<file path="src/rtl/input_unit_pkg.sv">
// Shared flit, position and direction types for the router input stage.
// Helper functions classify flit types for packet framing.
package input_unit_pkg;

  typedef enum logic [1:0] {
    HEAD      = 2'b00,
    BODY      = 2'b01,
    TAIL      = 2'b10,
    HEAD_TAIL = 2'b11
  } flit_type;

  localparam int FLIT_DATA_W = 32;

  typedef struct packed {
    flit_type                 ftype;
    logic [FLIT_DATA_W-1:0]   payload;
  } flit_t;

  typedef struct packed {
    logic [3:0] x;
    logic [3:0] y;
    logic [3:0] z;
  } position;

  localparam int POS_W = $bits(position);

  typedef enum logic [2:0] {
    LOCAL = 3'd0,
    EAST  = 3'd1,
    WEST  = 3'd2,
    NORTH = 3'd3,
    SOUTH = 3'd4,
    UP    = 3'd5,
    DOWN  = 3'd6
  } direction;

  localparam int DIR_W = $bits(direction);

  function automatic logic is_head(
    input logic [1:0] ft
  );
    return (ft == HEAD) || (ft == HEAD_TAIL);
  endfunction

  function automatic logic is_tail(
    input logic [1:0] ft
  );
    return (ft == TAIL) || (ft == HEAD_TAIL);
  endfunction

endpackage

</file>
<file path="src/rtl/input_unit_flit_fifo.sv">
// Generic circular flit FIFO with naturally wrapping pointers.
// A push into a full buffer is taken only alongside a pop.
module flit_fifo #(
  parameter int DEPTH = 4,
  parameter int W     = 34
) (
  input  logic         clk,
  input  logic         rst_n,
  input  logic         push,
  input  logic         pop,
  input  logic [W-1:0] din,
  output logic [W-1:0] dout,
  output logic         full,
  output logic         empty
);

  localparam int AW = $clog2(DEPTH);

  logic [W-1:0]  mem [DEPTH];
  logic [AW-1:0] wr_ptr;
  logic [AW-1:0] rd_ptr;
  logic [AW:0]   count;
  logic          wr_en;

  assign full  = (count == (AW+1)'(DEPTH));
  assign empty = (count == '0);
  assign wr_en = push && (!full || pop);
  assign dout  = mem[rd_ptr];

  // Storage array; contents are don't-care until counted in.
  always_ff @(posedge clk) begin
    if (wr_en) mem[wr_ptr] <= din;
  end

  // Pointer and occupancy tracking.
  always_ff @(posedge clk or negedge rst_n) begin
    if (!rst_n) begin
      wr_ptr <= '0;
      rd_ptr <= '0;
      count  <= '0;
    end else begin
      if (wr_en) wr_ptr <= wr_ptr + 1'b1;
      if (pop)   rd_ptr <= rd_ptr + 1'b1;
      unique case ({wr_en, pop})
        2'b10:   count <= count + 1'b1;
        2'b01:   count <= count - 1'b1;
        default: count <= count;
      endcase
    end
  end

endmodule

</file>
<file path="src/rtl/input_unit.sv">
// Router input port: flit buffer, per-packet route latch,
// credit return and sticky error reporting.
module input_unit
  import input_unit_pkg::*;
#(
  parameter int DEPTH  = 4,
  parameter int DATA_W = 32
) (
  input  logic              clk,
  input  logic              rst_n,
  input  logic              in_valid,
  input  logic [DATA_W+1:0] in_flit,
  output logic              out_valid,
  input  logic              out_ready,
  output logic [DATA_W+1:0] out_flit,
  output logic [POS_W-1:0]  rcu_dest,
  input  logic [DIR_W-1:0]  rcu_dir,
  output logic [DIR_W-1:0]  route_dir,
  output logic              credit_out,
  output logic              err
);

  localparam logic IDLE   = 1'b0;
  localparam logic ACTIVE = 1'b1;

  logic       state;
  logic       full;
  logic       empty;
  logic       pop;
  logic       drop;
  logic       lost;
  logic       hd;
  logic       tl;
  logic [1:0] head_ft;

  flit_fifo #(
    .DEPTH (DEPTH),
    .W     (DATA_W + 2)
  ) u_fifo (
    .clk   (clk),
    .rst_n (rst_n),
    .push  (in_valid),
    .pop   (pop),
    .din   (in_flit),
    .dout  (out_flit),
    .full  (full),
    .empty (empty)
  );

  assign head_ft   = out_flit[DATA_W+1 -: 2];
  assign hd        = is_head(head_ft);
  assign tl        = is_tail(head_ft);
  assign rcu_dest  = out_flit[POS_W-1:0];
  assign out_valid = (state == ACTIVE) && !empty;
  assign drop      = (state == IDLE) && !empty && !hd;
  assign pop       = (out_valid && out_ready) || drop;
  assign lost      = in_valid && full && !pop;

  // Route FSM: latch direction on a head, release after the tail.
  always_ff @(posedge clk or negedge rst_n) begin
    if (!rst_n) begin
      state     <= IDLE;
      route_dir <= LOCAL;
    end else begin
      unique case (1'b1)
        (state == IDLE): begin
          if (!empty && hd) begin
            state     <= ACTIVE;
            route_dir <= rcu_dir;
          end
        end
        (state == ACTIVE): begin
          if (out_valid && out_ready && tl) state <= IDLE;
        end
        default: state <= IDLE;
      endcase
    end
  end

  // One credit per freed entry, sticky error on loss or framing.
  always_ff @(posedge clk or negedge rst_n) begin
    if (!rst_n) begin
      credit_out <= 1'b0;
      err        <= 1'b0;
    end else begin
      credit_out <= pop;
      err        <= err | lost | drop;
    end
  end

endmodule

</file>
<file path="config.mk">
export PLATFORM = sky130hd
export DESIGN_NAME = input_unit
export DESIGN_NICKNAME = d
export VERILOG_FILES = /design/src/rtl/input_unit_pkg.sv /design/src/rtl/input_unit_flit_fifo.sv /design/src/rtl/input_unit.sv
export SDC_FILE = /design/constraint.sdc
export NUM_CORES = 1
export LEC_CHECK = 0
export CAP_MARGIN = 40
export CORE_MARGIN = 2
export CORE_UTILIZATION = 30
export CTS_CLUSTER_DIAMETER = 120
export DETAILED_ROUTE_END_ITERATION = 8
export PLACE_DENSITY = 0.6
export SYNTH_ARGS = -nofsm -noshare
export SYNTH_HDL_FRONTEND = slang
export SYNTH_SLANG_ARGS = --single-unit
</file>
<file path="constraint.sdc">
create_clock -name clk -period 3.48 [get_ports clk]
set_input_delay 0.696 -clock clk [delete_from_list [all_inputs] [get_ports clk]]
set_output_delay 0.696 -clock clk [all_outputs]
set_load 0.02 [all_outputs]
</file>
=== Word level (Yosys, flattened, before mapping) ===
Memories as Yosys holds them, arrays and structs flattened.
Index checks and enable logic that the tools add are counted.

* $add $sub $neg: 4
* Equality and inequality tests: 5
* Mux-type cells: 6
* Bitwise gates (word level): 3
* Reductions and logical operators: 21

{| class="wikitable"
|+ Operator list
! kind !! number
|-
| 1-bit logical AND || 9
|-
| 2-bit equality test (second input constant) || 3
|-
| 3-bit one-hot mux with 2 select lines || 1
|-
| 2-bit by 1-bit adder with 2-bit output (second input constant) || 2
|-
| 1-bit zero test || 4
|-
| 1-bit logical OR || 4
|-
| 1-bit two-way mux || 4
|-
| 3-bit by 1-bit adder with 3-bit output (second input constant) || 1
|-
| 3-bit equality test (second input constant) || 1
|-
| 3-bit zero test || 1
|-
| 3-bit by 1-bit subtractor with 3-bit output (second input constant) || 1
|-
| 2-bit by 1-bit equality test with 1-bit output (second input constant) || 1
|-
| 2-bit zero test || 1
|-
| 1-bit OR || 2
|-
| 1-bit one-hot mux with 2 select lines || 1
|-
| 2-bit AND reduction || 1
|-
| 2-bit nonzero test || 1
|-
| 1-bit NOT || 1
|}

* Bits in registers: 13
* Memory bits (writable): 136
* Bits of input ports: 41
* Output and inout port bits: 52
* Memories: 1

{| class="wikitable"
|+ Memories
! memory !! depth !! width !! rd ports !! clocked after memory_dff !! write ports !! RTL line !! RTL
|-
| u_fifo.mem || 4 || 34 || 1 || 0 || 1 || input_unit_flit_fifo.sv:19 || <nowiki>logic [W-1:0] mem [DEPTH];</nowiki>
|}

=== Depth between registers and ports, before layout ===
Gate-level depths: netlist (run 1).
An unclocked memory read counts as a cell.

* Word-level depth: 10
* Depth in mapped cells: 13
* Mapped depth without buffers: 12

=== Hierarchy ===
From an unflattened synthesis (run 1), not the netlist that was laid out.

* Cell total of the unflattened synthesis: 255
* Area, all modules: 5,734.2 µm²

{| class="wikitable"
|+ By module, submodules not included
! module !! instances !! cells an instance !! area an instance (µm²) !! seq. area each (µm²)
|-
| flit_fifo || 1 || 219 || 5,351.4 || 4,259.1
|-
| input_unit || 1 || 36 || 382.9 || 150.1
|}

=== Worst setup path before layout (run 1) ===
OpenSTA, ideal clock, no wires.

* Path kind: register -> register
* Start point: register u_fifo.rd_ptr[0]
* End point: memory u_fifo.mem[0][0] (enable)
* Library setup time: 0.394 ns
* Data arrival time: 2.901 ns
* Slack: 0.185 ns
* Cell stages (with the launch flop): 8
* Path buffers: 2
* Path through: dfrtp_1 -> buf_6 -> buf_12 -> mux4_2 -> ha_1 -> nor2b_4 -> o211a_4 -> and3b_1

* Cells in the longest elaborated chain, start to end: 10
* Elaborated cells between the ends (all ways): 11

{| class="wikitable"
|+ RTL lines
! what !! RTL line !! RTL
|-
| start: declaration || input_unit_flit_fifo.sv:21 || <nowiki>logic [AW-1:0] rd_ptr;</nowiki>
|-
| start signal: assignment || input_unit_flit_fifo.sv:43 || <nowiki>if (pop) rd_ptr <= rd_ptr + 1'b1;</nowiki>
|-
| memory read 4 x 34 bit (*) || -- ||
|-
| named net out_flit[33] || input_unit.sv:15 || <nowiki>output logic [DATA_W+1:0] out_flit,</nowiki>
|-
| 2-bit equality test or 2-bit zero test (tied branches) || input_unit_pkg.sv:42 || <nowiki>return (ft == HEAD) || (ft == HEAD_TAIL);</nowiki>
|-
| 1-bit logical OR (*) || input_unit_pkg.sv:42 ||
|-
| 1-bit zero test (*) || input_unit.sv:55 || <nowiki>assign drop = (state == IDLE) && !empty && !hd;</nowiki>
|-
| 1-bit logical AND (*) || input_unit.sv:55 ||
|-
| 1-bit logical OR (*) || input_unit.sv:56 || <nowiki>assign pop = (out_valid && out_ready) || drop;</nowiki>
|-
| 1-bit logical OR (*) || input_unit_flit_fifo.sv:27 || <nowiki>assign wr_en = push && (!full || pop);</nowiki>
|-
| 1-bit logical AND (*) || input_unit_flit_fifo.sv:27 ||
|-
| 1-bit two-way mux (*) || input_unit_flit_fifo.sv:32 || <nowiki>if (wr_en) mem[wr_ptr] <= din;</nowiki>
|-
| 1-bit two-way mux (not written as such) (*) || input_unit_flit_fifo.sv:32 ||
|-
| end: declaration || input_unit_flit_fifo.sv:19 ||
|}

The timed path passes the listed nets; every way through them passes the cells marked *.

=== Worst setup path after layout (run 1) ===
* Start point: register u_fifo.rd_ptr[0]
* End point: output port out_flit[6]

* Cells in the longest elaborated chain, start to end: 1

{| class="wikitable"
|+ RTL lines
! what !! RTL line
|-
| memory read 4 x 34 bit || --
|-
| end: declaration || input_unit.sv:15
|}

No other way between the ends.

==> impl_metrics.prom, run 1 <==
# TYPE chip_impl_metric gauge
chip_impl_metric{name="flow.area_growth_from_synthesis",unit="%"} 30.27
chip_impl_metric{name="post_synth_instance_area",unit="um^2"} 5833
chip_impl_metric{name="finalSetupViolCount",unit=""} 0
chip_impl_metric{name="numPlacedInstances",unit=""} 599
chip_impl_metric{name="cts_inserted_buffers",unit=""} 17
chip_impl_metric{name="final.setup_skew",unit="ns"} 0.01001
chip_impl_metric{name="critPathArrivalTime",unit="ns"} 2.39
chip_impl_metric{name="initial_core_util",unit="%"} 30.27
chip_impl_metric{name="biggest_fanout_along_the_worst_timing_path",unit=""} 19
chip_impl_metric{name="postSynthAreaPerCell",unit="um^2"} 22.87
chip_impl_metric{name="core_area",unit="um^2"} 19270
chip_impl_metric{name="die_w",unit="um"} 143.4
chip_impl_metric{name="finalWorstPathRequiredPeriod",unit="ns"} 3.088
chip_impl_metric{name="via_per_inst",unit=""} 4.355
chip_impl_metric{name="die-area",unit="um^2"} 20580
chip_impl_metric{name="synthArstFlopShare",unit="%"} 8.725
chip_impl_metric{name="drt_first_pass_iters",unit=""} 4
chip_impl_metric{name="leakagePower",unit="nW"} 2.545
chip_impl_metric{name="report.final.slew_viol_count",unit=""} 0
chip_impl_info{name="source_of_the_worst_hold_timing_path",value="err"} 1
chip_impl_metric{name="syn-instance-count",unit=""} 255
chip_impl_metric{name="synth_edf_count",unit=""} 136
chip_impl_metric{name="number_of_nets_at_the_end_of_the_flow",unit=""} 402
chip_impl_metric{name="clk_pin_slew",unit="ns"} 0.06
chip_impl_metric{name="mappedNetlistNets",unit=""} 304
chip_impl_info{name="cp-end-kind",value="output pin"} 1
chip_impl_metric{name="worstMarginPinSlew",unit="ns"} 0.6147
chip_impl_metric{name="cts_sinks",unit=""} 149
chip_impl_info{name="cts_tree",value="built"} 1
chip_impl_metric{name="post_cts_hold_buffer_count",unit=""} 0
chip_impl_info{name="outcome",value="finished clean"} 1
chip_impl_info{name="worstSetupStartpoint",value="u_fifo.rd_ptr[0]"} 1
chip_impl_metric{name="boundaryPins",unit=""} 93
chip_impl_metric{name="postSynthRegisterBits",unit=""} 149
chip_impl_info{name="min-delay-path-class",value="reg -> reg"} 1
chip_impl_metric{name="vias_in_the_first_global_route",unit=""} 2952
chip_impl_metric{name="cts_h_tree_lvls",unit=""} 4
chip_impl_metric{name="power_per_cell_area",unit="nW/um^2"} 940.9
chip_impl_metric{name="post_cts.resized_instances",unit=""} 0
chip_impl_metric{name="drt-total-wl",unit="mm"} 10.99
chip_impl_metric{name="finish.instance_area",unit="um^2"} 7599
chip_impl_info{name="critical_path.reg2reg.startpoint",value="u_fifo.rd_ptr[0]"} 1
chip_impl_metric{name="timing.final.hold_violations",unit=""} 0
chip_impl_metric{name="cp_data_required_time",unit="ns"} 2.78
chip_impl_metric{name="cts_post_setup_buffers_inserted",unit=""} 0
chip_impl_metric{name="synth_cell_types",unit=""} 31
chip_impl_metric{name="finalCoreUtilization",unit="%"} 39.43
chip_impl_metric{name="grt_max_degree",unit=""} 35
chip_impl_metric{name="fin_cells",unit=""} 631
chip_impl_metric{name="drc",unit=""} 0
chip_impl_metric{name="vias_after_detailed_routing",unit=""} 2748
chip_impl_metric{name="antenna_cells_inserted",unit=""} 0
chip_impl_metric{name="holdWs",unit="ns"} 0.4986
chip_impl_metric{name="antenna_left",unit=""} 0
chip_impl_info{name="mostFrequentLayoutCells",value="sky130_fd_sc_hd__edfxtp_1 (136), sky130_fd_sc_hd__clkdlybuf4s50_1 (92), sky130_fd_sc_hd__mux4_2 (33), sky130_fd_sc_hd__clkbuf_16 (17), sky130_fd_sc_hd__dfrtp_1 (11)"} 1
chip_impl_metric{name="floorplan.rows",unit=""} 51
chip_impl_info{name="clock-root-buffer",value="sky130_fd_sc_hd__clkbuf_16"} 1
chip_impl_metric{name="die_h",unit="um"} 143.4
chip_impl_metric{name="global_route.usage.total",unit="%"} 11.61
chip_impl_info{name="layout.cells.most_common",value="sky130_fd_sc_hd__edfxtp_1"} 1
chip_impl_metric{name="yosysSeqAreaShare",unit="%"} 75.59
chip_impl_metric{name="gp_weighted_congestion",unit=""} 0.7089
chip_impl_metric{name="clk-insertion-delay-late",unit="ns"} 0.42
chip_impl_metric{name="ir_drop",unit="V"} 0.0004185
chip_impl_metric{name="worst_slew_margin_rel",unit="%"} 58.89
chip_impl_metric{name="port_bufs",unit=""} 92
chip_impl_metric{name="final.period_utilization",unit="%"} 88.73
chip_impl_metric{name="grt.overflow.total",unit=""} 0
chip_impl_metric{name="yosysWarnings",unit=""} 0
chip_impl_metric{name="placed_cell_area",unit="um^2"} 7018
chip_impl_metric{name="wire_per_inst",unit="um"} 17.41
chip_impl_info{name="synth_ff_type",value="sky130_fd_sc_hd__edfxtp_1"} 1
chip_impl_metric{name="drt-initial-drc-count",unit=""} 118
chip_impl_metric{name="wire_length_of_the_first_global_routing_pass",unit="mm"} 16.92
chip_impl_info{name="critPathLaunchType",value="flop"} 1
chip_impl_metric{name="clock_path_buffers",unit=""} 2
chip_impl_metric{name="dpl.hpwl",unit="mm"} 6.747
chip_impl_metric{name="setup_tns",unit="ns"} 0
chip_impl_metric{name="cap_viol_max_count",unit=""} 0
chip_impl_metric{name="max_freq",unit="GHz"} 0.3239
chip_impl_info{name="rsz0062_at_grt",value="false"} 1
chip_impl_metric{name="fraction_of_final_layout_cells_sized_beyond_drive_strength_1",unit="%"} 24.04
chip_impl_metric{name="antenna_violations_before_repair",unit=""} 0
chip_impl_info{name="timing_worst_setup_path_type",value="reg -> out"} 1
## cell usage after synthesis, types with 2 or more instances
master                      instances  share of area [%]
sky130_fd_sc_hd__edfxtp_1         136                 70
sky130_fd_sc_hd__mux4_2            33                 13
sky130_fd_sc_hd__dfrtp_1           13                5.6
sky130_fd_sc_hd__buf_4             12                1.5
sky130_fd_sc_hd__ha_1               7                1.5
sky130_fd_sc_hd__inv_1              6               0.39
sky130_fd_sc_hd__and3b_1            4               0.60
sky130_fd_sc_hd__buf_2              4               0.34
sky130_fd_sc_hd__nand2b_1           4               0.43
sky130_fd_sc_hd__xor2_1             4               0.60
sky130_fd_sc_hd__buf_12             3                1.0
sky130_fd_sc_hd__mux2_4             3               0.77
sky130_fd_sc_hd__nor2b_4            3               0.71
sky130_fd_sc_hd__nand2_1            2               0.13
sky130_fd_sc_hd__nor2_1             2               0.13
sky130_fd_sc_hd__o2111ai_1          2               0.30
sky130_fd_sc_hd__o211ai_1           2               0.26
sky130_fd_sc_hd__o21ai_0            2               0.17
## per-layer routing
metal	wire (um)	global-route usage [%]	vias up
li1	-	-	1236
met4	197	4.644	0
met3	601	4.565	14
met1	4684	14.14	1435
met2	5501	18.55	63
met5	0	0	-
## power breakdown
part / internal [W] / total (W) / switching (W) / leakage (nW)
Combinational: 0.00140 / 0.00285 / 0.00144 / 0.867
Clock: 0.00106 / 0.00177 / 0.000711 / 0.283
Sequential: 0.00239 / 0.00253 / 0.000144 / 1.40
Total: 0.00485 / 0.00715 / 0.00230 / 2.55
## stage by stage
step	worst slack, ns	power [W]
6_report	0.3923	0.007149
5_1_grt	0.2384	0.007548
4_1_cts	0.2963	0.007287
3_5_place_dp	0.5429	0.005487
3_3_place_gp	0.5897	0.005460
2_1_floorplan	0.1851	0.004448
## worst paths after layout
kind                                         end  slack, ns  cells after the start
worst max-delay path                 out_flit[6]       0.39                      3
worst min-delay path                         err       0.50                      1
worst max register to register   u_fifo.count[2]       0.52                     11
worst min register to register               err       0.50                      1
max in group asynchronous       u_fifo.rd_ptr[0]       2.38                      1
min in group asynchronous                    err       0.66                      1
## worst max-delay path, stage by stage (launching register included)
cell                              delay [ns]
sky130_fd_sc_hd__dfrtp_2                0.41
sky130_fd_sc_hd__buf_4                  0.39
sky130_fd_sc_hd__mux4_2                 0.61
sky130_fd_sc_hd__clkdlybuf4s50_1        0.56
## cell type report
| type | instances | area [um^2] |
|---|---|---|
| fillers | 1765 | 11670 |
| flip-flops and latches | 149 | 4412 |
| multi-input cells | 79 | 1221 |
| repair buffers | 100 | 1031 |
| clock buffers | 17 | 425.4 |
| well taps | 265 | 331.6 |
| clock inverters | 15 | 155.1 |
| inverters | 6 | 22.52 |
## sequential cells by signal, indices dropped and copies added, names as in the netlist
signal and count:
err 1, route_dir 3, u_fifo.count 3, state 1, u_fifo.wr_ptr 2, u_fifo.mem 136
credit_out 1, u_fifo.rd_ptr 2
## logic make-up (layout without fill, tap and decap cells)
logic type                 after synthesis  after routing  synth area share (%)
AOI/OAI and AO/OA                        8              8                 1.180
xor gates and xnor gates                 5              5                0.7507
adders and majority gates                8              8                 1.845
buffers and inverters                   27            138                 3.561
DFF                                    149            149                 75.59
muxes                                   38             38                 14.14
and+or+nand+nor                         20             20                 2.939
(Power assumes the default switching activity.)
==> inputs of run 2 (changes only) <==
Settings changed: SKIP_LAST_GASP set to 1.
==> results of run 2 <==
The final DEF is identical to that of run 1; final timing and power are the same.
==> inputs of run 3 (changes only) <==
Settings changed: CORE_MARGIN 2 to not set.
==> impl_metrics.prom, run 3 (synthesis results as in run 1) <==
# TYPE chip_impl_metric gauge
chip_impl_info{name="largest_registers",value="u_fifo.mem x136, route_dir x3, u_fifo.count x3"} 1
chip_impl_metric{name="gp_weighted_congestion",unit=""} 0.6350
chip_impl_metric{name="number_of_nets_at_the_end_of_the_flow",unit=""} 402
chip_impl_metric{name="drc",unit=""} 0
chip_impl_metric{name="intPower",unit="W"} 0.004992
chip_impl_metric{name="cts_sinks",unit=""} 149
chip_impl_metric{name="drt-initial-drc-count",unit=""} 82
chip_impl_metric{name="finalWorstPathRequiredPeriod",unit="ns"} 3.135
chip_impl_metric{name="power.net_switching",unit="W"} 0.002288
chip_impl_metric{name="antenna_left",unit=""} 0
chip_impl_metric{name="core_area",unit="um^2"} 18890
chip_impl_metric{name="cts_h_tree_lvls",unit=""} 4
chip_impl_metric{name="antenna_cells_inserted",unit=""} 0
chip_impl_metric{name="area_taken_by_flip_flops_and_latches",unit="um^2"} 4412
chip_impl_info{name="mostFrequentLayoutCells",value="sky130_fd_sc_hd__edfxtp_1 (136), sky130_fd_sc_hd__clkdlybuf4s50_1 (92), sky130_fd_sc_hd__mux4_2 (33), sky130_fd_sc_hd__clkbuf_16 (17), sky130_fd_sc_hd__dfrtp_1 (11)"} 1
chip_impl_metric{name="drt_first_pass_iters",unit=""} 4
chip_impl_metric{name="clock_path_buffers",unit=""} 2
chip_impl_metric{name="clk-insertion-delay-late",unit="ns"} 0.42
chip_impl_metric{name="dpl.hpwl",unit="mm"} 6.497
chip_impl_metric{name="die_h",unit="um"} 141.4
chip_impl_metric{name="setup_tns",unit="ns"} 0
chip_impl_metric{name="via_per_inst",unit=""} 4.347
chip_impl_metric{name="wire_length_of_the_first_global_routing_pass",unit="mm"} 16.71
chip_impl_metric{name="vias_in_the_first_global_route",unit=""} 3017
chip_impl_metric{name="initial_core_util",unit="%"} 30.87
chip_impl_metric{name="boundaryPins",unit=""} 93
chip_impl_info{name="cp-end-kind",value="output pin"} 1
chip_impl_info{name="cts_tree",value="built"} 1
chip_impl_metric{name="antenna_violations_before_repair",unit=""} 0
chip_impl_metric{name="die-area",unit="um^2"} 20010
chip_impl_metric{name="layout.filler_cells",unit=""} 1717
chip_impl_info{name="critPathLaunchType",value="flop"} 1
chip_impl_metric{name="wire_per_inst",unit="um"} 17.38
chip_impl_info{name="clock-root-buffer",value="sky130_fd_sc_hd__clkbuf_16"} 1
chip_impl_metric{name="timing.reg2reg.setup_slack",unit="ns"} 0.53
chip_impl_metric{name="critPathArrivalTime",unit="ns"} 2.44
chip_impl_metric{name="pwr-share-seq",unit="%"} 34.8
chip_impl_metric{name="final.period_utilization",unit="%"} 90.09
chip_impl_metric{name="fraction_of_final_layout_cells_sized_beyond_drive_strength_1",unit="%"} 23.50
chip_impl_metric{name="leakagePower",unit="nW"} 2.551
chip_impl_metric{name="clkPwrFrac",unit="%"} 26.1
chip_impl_metric{name="port_bufs",unit=""} 92
chip_impl_info{name="top_register",value="u_fifo.mem"} 1
chip_impl_metric{name="worst_slew_margin_rel",unit="%"} 59.47
chip_impl_metric{name="netSwitchingFraction",unit="%"} 31.43
chip_impl_metric{name="clk_pin_slew",unit="ns"} 0.06
chip_impl_metric{name="fin_total_pwr",unit="W"} 0.007280
chip_impl_metric{name="cp_data_required_time",unit="ns"} 2.78
chip_impl_metric{name="cts_post_setup_buffers_inserted",unit=""} 0
chip_impl_info{name="critical_path.cell_chain",value="buf_4, mux4_2, clkdlybuf4s50_1"} 1
chip_impl_metric{name="ir_drop",unit="V"} 0.0004234
chip_impl_metric{name="drt-total-wl",unit="mm"} 10.88
chip_impl_metric{name="floorplan.rows",unit=""} 50
chip_impl_metric{name="post_cts.resized_instances",unit=""} 0
chip_impl_metric{name="worstMarginPinSlew",unit="ns"} 0.6061
chip_impl_metric{name="cts_inserted_buffers",unit=""} 17
chip_impl_metric{name="grt.overflow.total",unit=""} 0
chip_impl_metric{name="final.setup_skew",unit="ns"} 0.008661
chip_impl_info{name="rsz0062_at_grt",value="false"} 1
chip_impl_metric{name="max_freq",unit="GHz"} 0.3190
chip_impl_metric{name="vias_after_detailed_routing",unit=""} 2721
chip_impl_info{name="min-delay-path-class",value="reg -> reg"} 1
chip_impl_metric{name="post_cts_hold_buffer_count",unit=""} 0
chip_impl_metric{name="power_per_cell_area",unit="nW/um^2"} 954.6
chip_impl_metric{name="flow.area_growth_from_synthesis",unit="%"} 30.74
chip_impl_metric{name="critical_path.max_stage_delay",unit="ns"} 0.60
chip_impl_metric{name="cap_viol_max_count",unit=""} 0
chip_impl_metric{name="timing.final.hold_violations",unit=""} 0
chip_impl_metric{name="multi_input_area",unit="um^2"} 1221
chip_impl_metric{name="largest_reg_flops",unit=""} 136
chip_impl_info{name="outcome",value="finished clean"} 1
chip_impl_metric{name="report.final.slew_viol_count",unit=""} 0
chip_impl_metric{name="biggest_fanout_along_the_worst_timing_path",unit=""} 23
chip_impl_info{name="cpMaxStageDelayCell",value="sky130_fd_sc_hd__mux4_2"} 1
chip_impl_metric{name="grt_max_degree",unit=""} 35
chip_impl_metric{name="global_route.usage.total",unit="%"} 11.71
chip_impl_metric{name="die_w",unit="um"} 141.4
chip_impl_info{name="layout.cells.most_common",value="sky130_fd_sc_hd__edfxtp_1"} 1
chip_impl_metric{name="finalSetupViolCount",unit=""} 0
chip_impl_metric{name="comb_power_share",unit="%"} 39.1
chip_impl_info{name="timing_worst_setup_path_type",value="reg -> out"} 1
## run 3: cell count changes in the layout (fill, tap and decap cells not counted)
cell and change:
sky130_fd_sc_hd__clkbuf_1 +2, sky130_fd_sc_hd__bufinv_16 +2, sky130_fd_sc_hd__clkinv_4 -3, sky130_fd_sc_hd__clkinvlp_4 +2, sky130_fd_sc_hd__clkinv_2 -1, sky130_fd_sc_hd__inv_6 -2
## run 3: critical path: cells and delay by family, from the launching register on
family | cells | cell delay [ns]
flops | 1 | 0.41
mux | 1 | 0.60
buf+inv | 2 | 1.00
## run 3: layout make-up
cell class | instances | area share, %
multi-input combinational | 79 | 16.01
clock buffer | 19 | 5.677
inverter | 6 | 0.2953
timing repair buffer | 100 | 13.52
clock inverter | 13 | 2.379
tap | 260 | 4.266
sequential | 149 | 57.85
## run 3: power groups by stage
stage	clock, W	sequential, W	combinational (W)
6_report	0.00190	0.00253	0.00285
5_1_grt	0.00201	0.00257	0.00306
4_1_cts	0.00194	0.00254	0.00292
3_5_place_dp	0	0.00258	0.00290
3_3_place_gp	0	0.00255	0.00289
2_1_floorplan	0	0.00256	0.00189
## run 3: stage by stage
| stage | hold WS, ns | setup slack [ns] | instance area, um^2 | instances | util (%) |
|---|---|---|---|---|---|
| 6_report | 0.4990 | 0.3450 | 7626 | 626 | 40.36 |
| 5_1_grt | 0.5329 | 0.1921 | 7626 | 626 | 40.36 |
| 4_1_cts | 0.5097 | 0.2689 | 7626 | 626 | 40.36 |
| 3_5_place_dp | 0.4963 | 0.5297 | 7012 | 594 | 37.11 |
| 3_3_place_gp | 0.4927 | 0.5894 | 7012 | 594 | 37.11 |
| 2_1_floorplan | 0.4004 | 0.1851 | 5833 | 255 | - |
## run 3: per-layer routing
layer | vias to the layer above | global-route usage, % | wire length [um]
met5 | - | 0 | 0
met4 | 0 | 4.754 | 165
met3 | 11 | 4.151 | 515
met2 | 59 | 20.09 | 5590
met1 | 1423 | 13.32 | 4611
li1 | 1228 | - | -
## run 3: path summary, 6_finish.rpt
kind | start | to | cells after the start
worst max-delay path | u_fifo.rd_ptr[0] | out_flit[0] | 3
worst min-delay path | err | err | 1
worst max register to register | u_fifo.rd_ptr[0] | u_fifo.count[2] | 11
worst min register to register | err | err | 1
max in group asynchronous | rst_n | u_fifo.rd_ptr[0] | 1
min in group asynchronous | rst_n | route_dir[0] | 1
